$ cat src/rtl/cpu_types_pkg.sv
// Shared CPU-side types for the instruction cache: address decode, frame layout, FSM states.
package cpu_types_pkg;

  localparam int unsigned ICACHE_SETS = 16;
  localparam int unsigned IIDX_W      = $clog2(ICACHE_SETS);
  localparam int unsigned ITAG_W      = 32 - IIDX_W - 2;

  // Fetch address split into tag / frame index / ignored byte offset
  typedef struct packed {
    logic [ITAG_W-1:0] tag;
    logic [IIDX_W-1:0] idx;
    logic [1:0]        bytoff;
  } icachef_t;

  // One direct-mapped frame holding a single instruction word
  typedef struct packed {
    logic              valid;
    logic [ITAG_W-1:0] tag;
    logic [31:0]       data;
  } icache_frame_t;

  typedef enum logic {
    IDLE = 1'b0,
    FILL = 1'b1
  } icache_state_t;

endpackage

$ cat src/rtl/icache_if.sv
// Datapath fetch port and memory-control fill port of the instruction cache.
interface icache_if;

  logic        imemREN;
  logic [31:0] imemaddr;
  logic [31:0] imemload;
  logic        ihit;
  logic        iflush;
  logic        iREN;
  logic [31:0] iaddr;
  logic [31:0] iload;
  logic        iwait;
  logic [15:0] imiss_count;

  // Datapath + memory-control side
  modport master (
    output imemREN, imemaddr, iflush, iload, iwait,
    input  imemload, ihit, iREN, iaddr, imiss_count
  );

  // Cache side
  modport slave (
    input  imemREN, imemaddr, iflush, iload, iwait,
    output imemload, ihit, iREN, iaddr, imiss_count
  );

endinterface

$ cat src/rtl/icache.sv
// Direct-mapped, one-word-per-frame instruction cache with a two-state miss FSM.
import cpu_types_pkg::*;

module icache #(
  parameter int unsigned SETS = ICACHE_SETS
) (
  input logic     CLK,
  input logic     nRST,
  icache_if.slave cif
);

  localparam int unsigned IDX_W = $clog2(SETS);
  localparam int unsigned TAG_W = 32 - IDX_W - 2;

  icache_state_t    state, next_state;
  logic [SETS-1:0]  valid;
  logic [TAG_W-1:0] tag_arr  [SETS];
  logic [31:0]      data_arr [SETS];
  logic [29:0]      miss_word;
  logic [15:0]      miss_cnt;

  logic [IDX_W-1:0] req_idx, miss_idx;
  logic [TAG_W-1:0] req_tag, miss_tag;
  logic             hit_c, start_miss_c, fill_done_c, fill_c;
  logic             unused_bytoff;

  // Address decode of the live request and the latched miss word
  assign req_idx       = cif.imemaddr[IDX_W+1:2];
  assign req_tag       = cif.imemaddr[31:IDX_W+2];
  assign miss_idx      = miss_word[IDX_W-1:0];
  assign miss_tag      = miss_word[29:IDX_W];
  assign unused_bytoff = ^cif.imemaddr[1:0];

  // Hit only while idle, never during reset or a flush cycle
  assign hit_c = ~nRST & (state == IDLE) & cif.imemREN & valid[req_idx]
               & (tag_arr[req_idx] == req_tag) & ~cif.iflush;

  // A fill completing together with a flush is discarded
  assign fill_done_c = (state == FILL) & ~cif.iwait & ~cif.iflush;
  assign fill_c      = ~nRST & (state == FILL);

  // Next-state logic; flush always returns to IDLE
  always_comb begin
    next_state   = state;
    start_miss_c = 1'b0;
    case (state)
      IDLE: begin
        if (cif.imemREN && !hit_c && !cif.iflush) begin
          next_state   = FILL;
          start_miss_c = 1'b1;
        end
      end
      FILL: begin
        if (!cif.iwait) next_state = IDLE;
      end
      default: next_state = IDLE;
    endcase
    if (cif.iflush) next_state = IDLE;
  end

  // State, valid bits, miss address and saturating miss counter
  always_ff @(posedge CLK) begin
    if (nRST) begin
      state     <= IDLE;
      valid     <= '0;
      miss_word <= '0;
      miss_cnt  <= '0;
    end else begin
      state <= next_state;
      if (start_miss_c) begin
        miss_word <= cif.imemaddr[31:2];
        if (miss_cnt != 16'hFFFF) miss_cnt <= miss_cnt + 16'd1;
      end
      if (cif.iflush)       valid           <= '0;
      else if (fill_done_c) valid[miss_idx] <= 1'b1;
    end
  end

  // Tag and data storage; only the valid bits are ever cleared
  always_ff @(posedge CLK) begin
    if (!nRST && fill_done_c) begin
      tag_arr[miss_idx]  <= miss_tag;
      data_arr[miss_idx] <= cif.iload;
    end
  end

  assign cif.ihit        = hit_c;
  assign cif.imemload    = hit_c ? data_arr[req_idx] : 32'd0;
  assign cif.iREN        = fill_c;
  assign cif.iaddr       = fill_c ? {miss_word, 2'b00} : 32'd0;
  assign cif.imiss_count = miss_cnt;

endmodule

$ cat src/flat_wrapper.sv
// flat-port wrapper written by rule: the top's interface ports become plain ports
module icache_flat 
#(
  parameter int unsigned SETS = ICACHE_SETS
)
  (CLK, nRST, cif_imemREN, cif_imemaddr, cif_iflush, cif_iload, cif_iwait, cif_imemload, cif_ihit, cif_iREN, cif_iaddr, cif_imiss_count);
  icache_if cif_i ();
  input logic CLK;
  input logic nRST;
  input wire logic [$bits(cif_i.imemREN)-1:0] cif_imemREN;
  input wire logic [$bits(cif_i.imemaddr)-1:0] cif_imemaddr;
  input wire logic [$bits(cif_i.iflush)-1:0] cif_iflush;
  input wire logic [$bits(cif_i.iload)-1:0] cif_iload;
  input wire logic [$bits(cif_i.iwait)-1:0] cif_iwait;
  output wire logic [$bits(cif_i.imemload)-1:0] cif_imemload;
  output wire logic [$bits(cif_i.ihit)-1:0] cif_ihit;
  output wire logic [$bits(cif_i.iREN)-1:0] cif_iREN;
  output wire logic [$bits(cif_i.iaddr)-1:0] cif_iaddr;
  output wire logic [$bits(cif_i.imiss_count)-1:0] cif_imiss_count;
  assign cif_i.imemREN = cif_imemREN;
  assign cif_i.imemaddr = cif_imemaddr;
  assign cif_i.iflush = cif_iflush;
  assign cif_i.iload = cif_iload;
  assign cif_i.iwait = cif_iwait;
  assign cif_imemload = cif_i.imemload;
  assign cif_ihit = cif_i.ihit;
  assign cif_iREN = cif_i.iREN;
  assign cif_iaddr = cif_i.iaddr;
  assign cif_imiss_count = cif_i.imiss_count;
  icache #(.SETS(SETS)) u_core (.CLK(CLK), .nRST(nRST), .cif(cif_i));
endmodule
$ cat config.mk
export PLATFORM = sky130hd
export DESIGN_NAME = icache_flat
export DESIGN_NICKNAME = d
export VERILOG_FILES = /design/src/rtl/cpu_types_pkg.sv /design/src/rtl/icache_if.sv /design/src/rtl/icache.sv /design/src/flat_wrapper.sv
export SDC_FILE = /design/constraint.sdc
export NUM_CORES = 1
export LEC_CHECK = 0
export CORE_ASPECT_RATIO = 1.2
export CORE_MARGIN = 2
export CORE_UTILIZATION = 40
export CTS_BUF_LIST = sky130_fd_sc_hd__clkbuf_4
export DETAILED_ROUTE_END_ITERATION = 12
export SLEW_MARGIN = 30
export SYNTH_ARGS = -nofsm -noshare
export SYNTH_HDL_FRONTEND = slang
export SYNTH_SLANG_ARGS = --single-unit
export TNS_END_PERCENT = 20
$ cat constraint.sdc
create_clock -name CLK -period 7.3 [get_ports CLK]
set_input_delay 1.46 -clock CLK [delete_from_list [all_inputs] [get_ports CLK]]
set_output_delay 1.46 -clock CLK [all_outputs]
set_load 0.005 [all_outputs]
# Word level (Yosys, flattened, before mapping)
# Memories as Yosys holds them, arrays and structs flattened.
# Cells that the tools add are included.
[op_classes]
n_addsub = 1
n_lt_le_gt_ge = 3
eq_ne = 2
muxes = 12
bitwise = 13
reduce_logical = 9
[op_table]
columns = ["operator", "count"]
rows = [
  ["$mux 32", 2],
  ["$eq 26x26->1", 1],
  ["$add 16x1->16 const B", 1],
  ["$ne 16x16->1 const B", 1],
  ["$or 16x16->16", 1],
  ["$lt 4x5->1 const B", 2],
  ["$and 1x1->1", 8],
  ["$mux 1", 7],
  ["$bmux 1 s4", 1],
  ["$demux 1 s4", 1],
  ["$ge 4x1->1 const B", 1],
  ["$logic_and 1x1->1", 4],
  ["$not 1->1", 4],
  ["$logic_not 1->1", 3],
  ["$pmux 1 s2", 1],
  ["$reduce_and 2->1", 1],
  ["$reduce_or 2->1", 1],
]
[word_totals]
reg_bits = 63
mem_bits_rw = 928
out_inout_bits = 82
mem_count = 2
[memory_table]
columns = ["name", "words", "width", "read_ports", "rd_ports_with_merged_regs", "wr", "line_no", "text"]
rows = [
  ["u_core.data_arr", 16, 32, 1, 0, 1, "icache.sv:18", "logic [31:0] data_arr [SETS];"],
  ["u_core.tag_arr", 16, 26, 1, 0, 1, "icache.sv:17", "logic [TAG_W-1:0] tag_arr [SETS];"],
]

# Logic depth before layout (Yosys ltp)
# Gate-level depths: netlist (run 1).
[logic_depth]
depth_word = 12
depth_mapped = 16
depth_no_buf = 9

# Least setup slack after synthesis (run 1)
# No wires, ideal clock.
[synth_path]
path_kind = "in2out"
startpoint = "in cif_imemaddr[2]"
endpoint = "out cif_imemload[22]"
arrival_ns = 4.237
t_required_ns = 5.840
path_slack_ns = 1.603
stages = 10
n_path_buf = 7
cell_sequence = "buf_6 -> buf_8 -> buf_6 -> buf_6 -> buf_6 -> buf_1 -> buf_2 -> mux4_2 -> mux4_2 -> nor2b_1"
[synth_between]
elab_chain_cells = 6
[synth_lines]
columns = ["element", "line_no", "text"]
rows = [
  ["start, declared", "flat_wrapper.sv:11", "input wire logic [$bits(cif_i.imemaddr)-1:0] cif_imemaddr;"],
  ["parallel branches: the longest is 5 deep, another holds $mem_v2 16x26", "n/a", ""],
  ["$mux 32 *", "icache.sv:88", "assign cif.imemload = hit_c ? data_arr[req_idx] : 32'd0;"],
  ["end, declared", "flat_wrapper.sv:15", "output wire logic [$bits(cif_i.imemload)-1:0] cif_imemload;"],
]
# Every way passes the cells marked *. The select of a mux whose other input is x is not followed.

# Worst setup path after layout (run 1)
[layout_path]
startpoint = "in cif_imemaddr[2]"
endpoint = "out cif_imemload[31]"
# Same word-level chain as after synthesis.

==> impl_metrics.env, run 1 <==
export IMPL_cp_top_family="simple AND/OR/NAND/NOR gates"
export IMPL_syn_to_final_growth_pct=15.8
export IMPL_slew_headroom_pct=37.4
export IMPL_post_cts_buffers=0
export IMPL_worst_setup_path_end_kind="output port"
export IMPL_slowest_stage="or3_4"
export IMPL_pwr_density_cell_nw_per_um2=244
export IMPL_grt_max_degree=57
export IMPL_syn_area_um2=39200
export IMPL_finalSetupTns_ns=0
export IMPL_worst_r2r_cell_count=9
export IMPL_status="completed"
export IMPL_clock_latency_ns=1.12
export IMPL_grt_usage_pct=19.3
export IMPL_synth_edff_count=928
export IMPL_ant_nets=0
export IMPL_critPathMaxStageDelay_ns=0.68
export IMPL_drcViolationCount=0
export IMPL_ys_top_cells_by_area="edfxtp_1, mux4_2, dfxtp_1"
export IMPL_async_flop_share_pct=0
export IMPL_synth_ff_type="edfxtp_1"
export IMPL_final_period_utilization_pct=95.4
export IMPL_path_cells="buf_8 -> buf_4 -> mux4_2 -> mux2i_1 -> mux2i_1 -> xnor2_1 -> nand4_1 -> or4_4 -> or3_4 -> nor2b_1 -> clkdlybuf4s50_1"
export IMPL_ff_latch_area_um2=29100
export IMPL_wl_um=96100
export IMPL_gr_total_overflow=0
export IMPL_holdWs_ns=0.473
export IMPL_cts_made_buffers=241
export IMPL_grt_pass1_wl_um=140000
export IMPL_r2r_slack_ns=3.61
export IMPL_max_cap_violations=0
export IMPL_p_int_mw=8.62
export IMPL_h_tree_depth=4
export IMPL_cts_clk_slew_worst_paths_ns=0.07
export IMPL_yosys_warnings=0
export IMPL_critPathMostFrequentCell="mux2i_1"
export IMPL_min_path_cells=2
export IMPL_yosysMostFrequentCell="edfxtp_1"
export IMPL_max_freq_mhz=144
export IMPL_crit_required_ns=5.84
export IMPL_p_comb_share_pct=4.6
export IMPL_worstSetupPathType="input pin to output port"
export IMPL_netlist_top_cells_count="edfxtp_1, mux4_2, mux2i_1, dfxtp_1"
export IMPL_rsz0062_at_grt="false"
export IMPL_fp_dieH_um=347
export IMPL_swShare_pct=22.0
export IMPL_initial_core_util_pct=40.4
export IMPL_worst_path_buf_inv=3
export IMPL_grt_pass1_vias=21400
export IMPL_arrival_ns=5.51
export IMPL_first_pass_iters=5
export IMPL_rows=125
export IMPL_die_area_um2=100000
export IMPL_coreArea_um2=97000
export IMPL_hp_class="flip-flop to flip-flop"
export IMPL_clkPwrFrac_pct=38.9
export IMPL_n_fill_cell=8241
export IMPL_critPathLaunchType="input pin"
export IMPL_cts_tree="yes"
export IMPL_syn_area_per_cell_um2=20.6
export IMPL_synth_seq_cells=991
export IMPL_syn_inst=1905
export IMPL_cts_sinks=991
export IMPL_pin_count=151
export IMPL_setup_viol=0
export IMPL_gp_congestion=0.835
export IMPL_irDropWorstVdd_uv=133
export IMPL_hp_start="u_core.valid[14]$_SDFFE_PP0P_"
export IMPL_synth_top_area_share_pct=71.1
export IMPL_design_area_um2=45400
export IMPL_ctsResizeCount=0
export IMPL_synth_yosys_seq_area_share_pct=74.3
export IMPL_antenna_found_initial=7
export IMPL_reg2reg_from="u_core.tag_arr[13][0]$_DFFE_PP_"
export IMPL_ys_types=69
export IMPL_ctsHoldBuffers=0
export IMPL_yosysTopAreaCell="edfxtp_1"
export IMPL_fin_skew_ns=0.0996
export IMPL_hold_path_endpoint="u_core.valid[14]$_SDFFE_PP0P_"
export IMPL_via_count=20400
export IMPL_io_buffers=146
export IMPL_r2r_end="u_core.cif.imiss_count[12]$_SDFFE_PP0P_"
export IMPL_worstMarginPinSlew_ns=0.937
export IMPL_detailed_place_hpwl_um=52700
export IMPL_multi_input_area_um2=9470
export IMPL_drive_above_1_share_pct=31.9
export IMPL_placed_area_um2=42400
export IMPL_hold_viol_final=0
export IMPL_cts_root_buffer_cell="clkbuf_4"
export IMPL_drv_slew=0
export IMPL_via_per_inst=5.52
export IMPL_layout_nets=2326
export IMPL_wl_per_cell_um=26.0
export IMPL_cts_buffer_depth=3
export IMPL_final_util_pct=46.8
export IMPL_die_x_um=290
export IMPL_power_leakage_nw=14.9
export IMPL_first_iter_violations=1821
export IMPL_worstPathMaxFanout=42
export IMPL_min_period_ns=6.97
export IMPL_switching_power_mw=2.44
export IMPL_power_frac_seq_pct=56.5
## layer usage
metal | up-vias | global-route usage [%] | share of wire, %
li1 | 8719 | - | -
met1 | 10700 | 26.3 | 42
met2 | 773 | 30.7 | 49
met3 | 140 | 4.47 | 6.9
met4 | 6 | 6.54 | 2.1
met5 | - | 0 | 0.035
## state kept, by name (all words and copies together), names as in the netlist
register	count
u_core.tag_arr	416
u_core.miss_word	30
u_core.cif.imiss_count	16
u_core.data_arr	512
u_core.state	1
u_core.valid	16
## layout by cell type (no fill, tap or decap), drive strengths merged, types with 5 or more instances in the layout
cell type / instances
nor4: 6
nand2b: 7
mux4: 249
xnor2: 19
clkinv: 74
a31oi: 7
o21ai: 7
o31ai: 14
o211ai: 5
and2: 36
nor2b: 47
a221oi: 9
or3: 6
clkbuf: 330
nand2: 64
and3: 7
buf: 77
inv: 10
a22oi: 12
edfxtp: 928
nand4: 6
a21oi: 63
mux2i: 71
or4: 12
nand3: 47
clkdlybuf4s50: 141
nor2: 44
xor2: 10
dfxtp: 63
nor3: 7
## kinds of logic after synthesis
logic type / share of synthesized area [%]
AOI/OAI and AO/OA: 2.58
adders and majority gates: 0.0319
muxes: 16.3
xor gates and xnor gates: 0.648
and+or+nand+nor: 4.29
other: 0.00957
DFF: 74.3
buffers and inverters: 1.85
## cell type report
| class | instances | area share, % |
|---|---|---|
| multi-input cells | 795 | 20.9 |
| inverters | 8 | 0.0690 |
| diodes | 2 | 0.0110 |
| clock buffers | 329 | 5.45 |
| repair buffers | 219 | 4.93 |
| well taps | 1270 | 3.50 |
| flip-flops and latches | 991 | 64.2 |
| clock inverters | 82 | 0.954 |
## worst max-delay path by stage
| stage | startpoint | end | slack [ns] | depth (start not counted) |
|---|---|---|---|---|
| after floorplan | cif_imemaddr[2] | cif_imemload[22] | 1.60 | 10 |
| after global placement | cif_imemaddr[2] | cif_imemload[3] | 0.26 | 10 |
| after detailed placement | cif_imemaddr[2] | cif_imemload[3] | 0.27 | 11 |
| after CTS | cif_imemaddr[2] | cif_imemload[3] | 0.25 | 11 |
| after global routing | cif_imemaddr[2] | cif_imemload[1] | 0.06 | 11 |
| final | cif_imemaddr[2] | cif_imemload[31] | 0.33 | 11 |
## power by group through the flow
stage          registers (mW)  logic, mW  clock network [mW]
6_report                 6.25      0.511                4.30
3_5_place_dp             6.37      0.519                   0
2_1_floorplan            6.35      0.333                   0
5_1_grt                  6.25      0.551                4.71
4_1_cts                  6.25      0.521                4.44
3_3_place_gp             6.37      0.511                   0
## worst min-delay path, stage by stage, from the launching register on
cell and delay [ns]:
dfxtp_1 0.33, a21oi_1 0.04, nor2_1 0.07
## metrics by stage
step / total power [mW] / worst slack, ns / std cells
after floorplan: 6.68 / 1.60 / 1906
after global placement: 6.88 / 0.265 / 3278
after detailed placement: 6.89 / 0.272 / 3281
after CTS: 11.2 / 0.253 / 3692
after global routing: 11.5 / 0.0640 / 3695
final: 11.1 / 0.333 / 3696
(Power assumes the default switching activity.)
==> run 2: changes to the inputs <==
- MAX_ROUTING_LAYER: default -> met4
- clock period: 7.3 -> 7.9 ns (I/O delays scaled with it)
==> impl_metrics.env, run 2 (synthesized netlist as in run 1, its figures left out) <==
export IMPL_status="completed"
export IMPL_largestRegisters="u_core.data_arr: 512 flops, u_core.tag_arr: 416 flops, u_core.miss_word: 30 flops"
export IMPL_coreArea_um2=97000
export IMPL_worst_path_buf_inv=3
export IMPL_arrival_ns=5.77
export IMPL_wl_per_cell_um=25.5
export IMPL_h_tree_depth=5
export IMPL_grt_pass1_vias=21900
export IMPL_power_leakage_nw=15.2
export IMPL_clock_latency_ns=1.14
export IMPL_holdWs_ns=0.469
export IMPL_ant_nets=0
export IMPL_finalSetupTns_ns=0
export IMPL_syn_to_final_growth_pct=16.5
export IMPL_min_period_ns=7.35
export IMPL_r2r_slack_ns=4.20
export IMPL_crit_end="cif_imemload[3]"
export IMPL_gr_total_overflow=0
export IMPL_rows=125
export IMPL_worst_setup_path_end_kind="output port"
export IMPL_layout_commonest_cell="edfxtp_1"
export IMPL_max_freq_mhz=136
export IMPL_critPathMaxStageDelay_ns=0.66
export IMPL_most_common_layout_cells="edfxtp_1, clkbuf_4, mux4_2"
export IMPL_top_usage_layer="met2"
export IMPL_grt_pass1_wl_um=141000
export IMPL_via_per_inst=5.50
export IMPL_worstMarginPinSlew_ns=0.957
export IMPL_irDropWorstVdd_uv=124
export IMPL_max_cap_violations=0
export IMPL_grt_use_met2_pct=30.9
export IMPL_crit_path_start="cif_imemaddr[2]"
export IMPL_rsz0062_at_grt="false"
export IMPL_cts_tree="yes"
export IMPL_initial_core_util_pct=40.4
export IMPL_post_cts_buffers=0
export IMPL_io_buffers=146
export IMPL_pin_count=151
export IMPL_hp_start="u_core.valid[6]$_SDFFE_PP0P_"
export IMPL_die_x_um=290
export IMPL_first_iter_violations=1985
export IMPL_cts_sinks=991
export IMPL_setup_viol=0
export IMPL_met1_usage_pct=26.3
export IMPL_die_area_um2=100000
export IMPL_drv_slew=0
export IMPL_fin_skew_ns=0.120
export IMPL_grt_max_degree=71
export IMPL_grt_usage_pct=19.9
export IMPL_gp_congestion=0.836
export IMPL_largest_register_ffs=512
export IMPL_cp_top_family="simple AND/OR/NAND/NOR gates"
export IMPL_critPathLaunchType="input pin"
export IMPL_antenna_found_initial=8
export IMPL_drcViolationCount=0
export IMPL_via_count=20500
export IMPL_worstSetupPathType="input pin to output port"
export IMPL_cts_buffer_depth=4
export IMPL_cts_clk_slew_worst_paths_ns=0.06
export IMPL_fp_dieH_um=347
export IMPL_cts_made_buffers=274
export IMPL_worstPathMaxFanout=61
export IMPL_layout_nets=2364
export IMPL_final_period_utilization_pct=93.1
export IMPL_detailed_place_hpwl_um=53900
export IMPL_path_depth=11
export IMPL_slowest_stage="or3_4"
export IMPL_drive_above_1_share_pct=34.1
export IMPL_pwr_density_cell_nw_per_um2=232
export IMPL_crit_required_ns=6.32
export IMPL_top_register="u_core.data_arr"
export IMPL_worst_r2r_cell_count=10
export IMPL_hp_class="flip-flop to flip-flop"
export IMPL_cts_root_buffer_cell="clkbuf_4"
export IMPL_ctsResizeCount=0
export IMPL_path_cells="buf_8 -> buf_4 -> mux4_2 -> or2_0 -> o21ai_0 -> mux2_2 -> nand3_1 -> or4_4 -> or3_4 -> nor2b_1 -> clkdlybuf4s50_1"
export IMPL_hold_viol_final=0
export IMPL_r2r_end="u_core.miss_word[4]$_SDFFE_PP0P_"
export IMPL_first_pass_iters=5
export IMPL_ctsHoldBuffers=0
export IMPL_wl_um=95300
export IMPL_reg2reg_from="u_core.tag_arr[14][18]$_DFFE_PP_"
export IMPL_met3_usage_pct=4.34
export IMPL_slew_headroom_pct=36.1
==> run 2: cell types whose count changed in the layout (fill, tap and decap cells not counted), sizes merged <==
cell / delta
inv: +3
clkinv: -39
clkbuf: +65
clkinvlp: -3
diode: +3
buf: +5
==> run 2: per-layer routing <==
layer | vias up | share of wire [%]
li1 | 8785 | -
met1 | 10800 | 42
met2 | 802 | 49
met3 | 138 | 6.7
met4 | 0 | 1.8
met5 | - | 0
==> run 2: cell type report <==
class | instances | area, um2
Clock buffer | 394 | 2960
Timing Repair Buffer | 224 | 2210
Multi-Input combinational cell | 795 | 9470
Inverter | 8 | 31.3
Tap cell | 1270 | 1590
Fill cell | 8225 | 51300
Antenna cell | 5 | 12.5
Clock inverter | 43 | 249
Sequential cell | 991 | 29100
==> run 2: worst min-delay path, stage by stage (launching register included) <==
cell and delay, ns:
dfxtp_1 0.33, a21oi_1 0.04, nor2_1 0.07
==> run 2: report_power, final <==
group | internal (mW) | switching, mW | leakage, nW
Combinational | 0.213 | 0.254 | 3.84
Sequential | 5.74 | 0.0369 | 9.36
Clock | 2.36 | 1.99 | 1.95
Total | 8.31 | 2.28 | 15.2
==> run 2: worst min path at each step <==
stage          cells after the start                             to  slack (ns)
2_1_floorplan                      2  u_core.valid[10]$_SDFFE_PP0P_        0.43
3_3_place_gp                       2   u_core.valid[2]$_SDFFE_PP0P_        0.44
3_5_place_dp                       2   u_core.valid[9]$_SDFFE_PP0P_        0.46
4_1_cts                            2   u_core.valid[6]$_SDFFE_PP0P_        0.47
5_1_grt                            2   u_core.valid[0]$_SDFFE_PP0P_        0.50
6_report                           2   u_core.valid[6]$_SDFFE_PP0P_        0.47
==> run 2: stage by stage <==
stage	total power, mW	std cells	setup slack [ns]	cell area (um2)	util (%)
after floorplan	6.17	1906	1.96	39200	-
after global placement	6.35	3279	0.526	42200	43.5
after detailed placement	6.36	3286	0.534	42400	43.7
after CTS	10.7	3723	0.502	45600	47.0
after global routing	11.0	3730	0.303	45600	47.1
final	10.6	3730	0.547	45600	47.1
